<file path="src/rtl/col_sense_ctrl.sv">
// Column-side access sequencer: precharge, self-timed evaluate, sense, result handshake, write window.
// Optional read accumulator enabled by defining SENSE_ACC_EN.
module col_sense_ctrl #(
   parameter int unsigned PRE_CYCLES   = 2,
   parameter int unsigned EVAL_TIMEOUT = 8,
   parameter int unsigned WR_CYCLES    = 3,
   parameter int unsigned ACC_W        = 8
) (
   input  logic             clk,
   input  logic             rst_n,
   input  logic             start,
   input  logic             w_en,
   input  logic             MAC_en,
   input  logic             read_bar,
   input  logic             BL_dummy,
   input  logic [3:0]       SA_out,
   input  logic [3:0]       ML,
   input  logic             out_ready,
`ifdef SENSE_ACC_EN
   input  logic             acc_clr,
   output logic [ACC_W-1:0] acc,
`endif
   output logic             PRE_b,
   output logic             SAE,
   output logic             busy,
   output logic             out_valid,
   output logic [3:0]       dout,
   output logic [2:0]       mac_sum,
   output logic [3:0]       match,
   output logic             hit,
   output logic [1:0]       hit_addr,
   output logic             err,
   output logic             wr_done
);

   localparam int unsigned M1      = (PRE_CYCLES > WR_CYCLES) ? PRE_CYCLES : WR_CYCLES;
   localparam int unsigned CNT_MAX = (M1 > EVAL_TIMEOUT) ? M1 : EVAL_TIMEOUT;
   localparam int unsigned CNT_W   = $clog2(CNT_MAX + 1);

   localparam logic [CNT_W-1:0] PRE_LAST  = CNT_W'(PRE_CYCLES - 1);
   localparam logic [CNT_W-1:0] EVAL_LAST = CNT_W'(EVAL_TIMEOUT - 1);
   localparam logic [CNT_W-1:0] WR_LAST   = CNT_W'(WR_CYCLES - 1);

   typedef enum logic [2:0] {IDLE, PRECH, EVAL, SENSE, HOLD, WRITE} state_t;

   state_t           state, state_nxt;
   logic [CNT_W-1:0] cnt, cnt_nxt;
   logic             sync1, sync2;
   logic             lat_mac, lat_rbar;
   logic             err_set;
   logic [3:0]       rdata;
   logic [2:0]       rsum;
   logic             capture;

   always_ff @(posedge clk or negedge rst_n) begin
      if (!rst_n) begin
         state <= IDLE;
         cnt   <= '0;
         sync1 <= 1'b0;
         sync2 <= 1'b0;
      end else begin
         state <= state_nxt;
         cnt   <= cnt_nxt;
         sync1 <= BL_dummy;
         sync2 <= sync1;
      end
   end

   // A synced BL_dummy arriving on the final timeout cycle still counts as a clean evaluate.
   always_comb begin
      state_nxt = state;
      cnt_nxt   = cnt;
      err_set   = 1'b0;
      unique case (state)
         IDLE: begin
            cnt_nxt = '0;
            if (start) state_nxt = w_en ? WRITE : PRECH;
         end
         PRECH: begin
            if (cnt == PRE_LAST) begin
               state_nxt = EVAL;
               cnt_nxt   = '0;
            end else begin
               cnt_nxt = cnt + 1'b1;
            end
         end
         EVAL: begin
            if (sync2) begin
               state_nxt = SENSE;
               cnt_nxt   = '0;
            end else if (cnt == EVAL_LAST) begin
               state_nxt = SENSE;
               cnt_nxt   = '0;
               err_set   = 1'b1;
            end else begin
               cnt_nxt = cnt + 1'b1;
            end
         end
         SENSE: state_nxt = HOLD;
         HOLD: begin
            if (out_ready) state_nxt = IDLE;
         end
         WRITE: begin
            if (cnt == WR_LAST) begin
               state_nxt = IDLE;
               cnt_nxt   = '0;
            end else begin
               cnt_nxt = cnt + 1'b1;
            end
         end
         default: state_nxt = IDLE;
      endcase
   end

   assign PRE_b     = (state != PRECH);
   assign SAE       = (state == SENSE);
   assign busy      = (state != IDLE);
   assign out_valid = (state == HOLD);
   assign wr_done   = (state == WRITE) && (cnt == WR_LAST);

   assign rdata   = lat_rbar ? ~SA_out : SA_out;
   assign rsum    = 3'(rdata[0]) + 3'(rdata[1]) + 3'(rdata[2]) + 3'(rdata[3]);
   assign capture = (state == SENSE);

   always_ff @(posedge clk or negedge rst_n) begin
      if (!rst_n) begin
         lat_mac  <= 1'b0;
         lat_rbar <= 1'b0;
         err      <= 1'b0;
         dout     <= '0;
         mac_sum  <= '0;
         match    <= '0;
         hit      <= 1'b0;
         hit_addr <= '0;
      end else begin
         if (state == IDLE && start) begin
            lat_mac  <= MAC_en;
            lat_rbar <= read_bar;
            err      <= 1'b0;
         end else if (err_set) begin
            err <= 1'b1;
         end
         if (capture) begin
            if (lat_mac) begin
               dout    <= rdata;
               mac_sum <= rsum;
            end else begin
               match    <= ML;
               hit      <= |ML;
               hit_addr <= ML[0] ? 2'd0 : ML[1] ? 2'd1 : ML[2] ? 2'd2 : ML[3] ? 2'd3 : 2'd0;
            end
         end
      end
   end

`ifdef SENSE_ACC_EN
   always_ff @(posedge clk or negedge rst_n) begin
      if (!rst_n) begin
         acc <= '0;
      end else if (capture && lat_mac) begin
         acc <= acc_clr ? ACC_W'(rsum) : acc + ACC_W'(rsum);
      end else if (acc_clr) begin
         acc <= '0;
      end
   end
`endif

endmodule

</file>
<file path="config.mk">
export PLATFORM = sky130hd
export DESIGN_NAME = col_sense_ctrl
export DESIGN_NICKNAME = d
export VERILOG_FILES = /design/src/rtl/col_sense_ctrl.sv
export SDC_FILE = /design/constraint.sdc
export NUM_CORES = 1
export LEC_CHECK = 0
export ABC_AREA = 1
export CORE_MARGIN = 2
export CORE_UTILIZATION = 41
export DETAILED_ROUTE_END_ITERATION = 7
export GPL_ROUTABILITY_DRIVEN = 0
export MAX_ROUTING_LAYER = met4
export PLACE_DENSITY = 0.77
export SLEW_MARGIN = 15
export SYNTH_ARGS = -nofsm -noshare
export SYNTH_HDL_FRONTEND = slang
export SYNTH_SLANG_ARGS = --single-unit
</file>
<file path="constraint.sdc">
create_clock -name clk -period 2.22 [get_ports clk]
set_input_delay 0.444 -clock clk [delete_from_list [all_inputs] [get_ports clk]]
set_output_delay 0.444 -clock clk [all_outputs]
set_load 0.005 [all_outputs]
</file>
==> results_dict.tcl <==
set metrics [dict create \
    die_x_um 61.0 \
    cts_buffers 3 \
    post_drt_wl_per_cell_um 11.2 \
    pwr-share-seq_pct 37.5 \
    hpwl_um 2120 \
    grt_pass1_vias 1074 \
    cts_root_buffer "clkbuf_4" \
    synth_largest_area_cell "dfrtp_1" \
    start_kind "register" \
    drive_gt1_share_pct 9.64 \
    worstPathRequired_ps 1780 \
    antenna_cells 0 \
    synth_area_leaders "dfrtp_1, nand2_1, inv_1" \
    slew_headroom_pct 78.9 \
    ant_nets 0 \
    final_nets 221 \
    cts_tree "done" \
    grt_start_max_net_pins 27 \
    cts_max_level 1 \
    crit_buf_inv 3 \
    hold_buffers 0 \
    cts_sinks 26 \
    status "completed" \
    final_cell_count_no_fill 241 \
    peakVddDrop_uv 538 \
    firstDrtPassIters 4 \
    clockBufferDepth 2 \
    overflow 0 \
    die-area_um2 3720 \
    arrival_ps 1630 \
    yosysTopAreaCellShare_pct 48.8 \
    hp-class "register to register" \
    tightest_slew_ps 316 \
    die_height_um 61.0 \
    rows 20 \
    end_kind "output port" \
    cpMaxStageDelayCell "dfrtp_1" \
    syn_area_per_cell_um2 8.38 \
    worstPathMaxFanout 6 \
    clkPwrFrac_pct 8.6 \
    syn_area_um2 1330 \
    critical_path_class "register to output port" \
    fmax_ghz 0.483 \
    place_inst 237 \
    crit_chain "inv_2 -> nand2_2 -> nor2_2 -> inv_1 -> clkdlybuf4s50_1" \
    p_comb_share_pct 53.8 \
    grt_pass1_wl_um 4560 \
    drc 0 \
    clock_latency_ps 310 \
    switching_share_pct 39.6 \
    hold_violations 0 \
    viasPerCell 4.66 \
    finClkSkew_ps 2.34 \
    p_sw_w 0.000862 \
    drt-total-wl_um 2700 \
    ys_types 25 \
    first_iter_violations 34 \
    fin_hold_ws_ps 387 \
    coreArea_um2 3080 \
    finalCritPeriodShare_pct 93.3 \
    critPathMaxStageDelay_ps 450 \
    setup_violations 0 \
    antenna_found_initial 0 \
    rsz0062_at_grt "false" \
    internal_power_w 0.00132 \
    ios 36 \
    leakagePower_nw 0.867 \
    seq_area_frac_synth_pct 48.8 \
    vias 1122 \
    yosysWarnings 0 \
    powerDensity_nw_per_um2 1230 \
    finalSetupTns_ps 0 \
    drv_slew 0 \
    synth.net_count 181 \
    syn_inst 159 \
    fin_crit_ps 2070 \
    start_util_pct 43.3 \
    p_total_w 0.00218 \
    crit_family "buffers and inverters" \
    ys_ff_latch 26 \
    cts.clk_slew.worst_paths_ps 130 \
    port_buffers 35 \
    grt_use_total_pct 17.2 \
    cap_violations 0 \
    area_growth_pct 33.3 \
]
==> area by class of cell <==
| class | count | area (um2) |
|---|---|---|
| Timing Repair Buffer | 37 | 364 |
| Multi-Input combinational cell | 108 | 597 |
| Clock buffer | 3 | 22.5 |
| Fill cell | 295 | 1300 |
| Inverter | 23 | 86.3 |
| Sequential cell | 26 | 652 |
| Tap cell | 44 | 55.1 |
==> flip-flops by register name, indices dropped and copies added, names as in the netlist <==
signal and flops:
cnt 4, dout 4, err 1, hit 1, hit_addr 2, lat_mac 1
lat_rbar 1, mac_sum 3, match 4, state 3, sync1 1, sync2 1
==> routing by layer <==
metal  GRT usage, %  share of wire, %
met1           21.5                46
met2           27.8                49
met3           3.15               4.0
met4           6.52              0.89
met5              -                 0
==> cells in the mapped netlist, drive strengths merged <==
cell type / number
a21oi: 3
a31oi: 1
buf: 1
clkbuf: 1
dfrtp: 26
fa: 1
ha: 5
inv: 23
mux2: 1
nand2: 47
nand3: 14
nor2: 15
nor3: 2
o2111ai: 1
o211ai: 2
o21a: 1
o21ai: 9
o22ai: 1
xor2: 5
==> final timing paths <==
check,from,endpoint,slack [ps],cells after the start
max,state[1]$_DFFE_PN0P_,PRE_b,150,5
min,sync1$_DFF_PN0_,sync2$_DFF_PN0_,390,0
max reg2reg,lat_rbar$_DFFE_PN0P_,mac_sum[1]$_DFFE_PN0P_,330,6
min reg2reg,sync1$_DFF_PN0_,sync2$_DFF_PN0_,390,0
max in group asynchronous,rst_n,state[2]$_DFFE_PN0P_,1490,2
min in group asynchronous,rst_n,match[3]$_DFFE_PN0P_,480,2
==> worst register-to-register path: stages (launching register included) <==
cell and delay (ps):
dfrtp_1 480, xor2_1 290, fa_1 460, ha_1 200
ha_1 270, nand2_1 60, nand2_1 50
==> repair_timing <==
item | 4_1_cts | 5_1_grt
gates cloned | 0 | 0
pin swaps | 1 | 0
resized for setup | 3 | 2
buffers inserted | 1 | 0
setup endpoints to repair | 1 | 1
==> power by group through the flow <==
| stage | combinational, W | sequential (W) | clock [W] |
|---|---|---|---|
| after detailed placement | 0.00114 | 0.000831 | 0 |
| after CTS | 0.00117 | 0.000815 | 0.000197 |
| after global placement | 0.00110 | 0.000825 | 0 |
| after global routing | 0.00132 | 0.000846 | 0.000222 |
| after floorplan | 0.000659 | 0.000807 | 0 |
| final | 0.00117 | 0.000817 | 0.000188 |
==> per-stage QoR <==
step	util, %	instance area [um2]	setup slack (ps)
floorplan	-	1330	356
global placement	56.4	1740	-77.0
detailed placement	56.4	1740	-114
CTS	57.6	1770	97.1
global route	57.7	1780	19.6
finish	57.7	1780	148
==> cell families after synthesis <==
| group | share of synthesized area [%] |
|---|---|
| flops | 48.8 |
| mux | 0.845 |
| buf+inv | 7.14 |
| fa+ha+maj | 6.20 |
| xor+xnor | 3.29 |
| compound gates | 7.79 |
| simple gates | 25.9 |
==> placed cells by master (no fill, tap or decap), types with 2 or more instances in the layout <==
cell type / n
inv_2: 2
dfrtp_1: 25
nand3_1: 12
ha_1: 4
inv_1: 21
o21ai_0: 3
a21oi_1: 3
o21ai_1: 6
clkdlybuf4s50_1: 34
nand3_2: 2
nor2_1: 9
clkbuf_4: 3
buf_4: 2
nor2_2: 4
nor2_4: 2
nand2_1: 45
o211ai_1: 2
nand2_2: 2
xor2_1: 5
nor3_1: 2
Note: power is estimated with default switching activity, not from simulation.
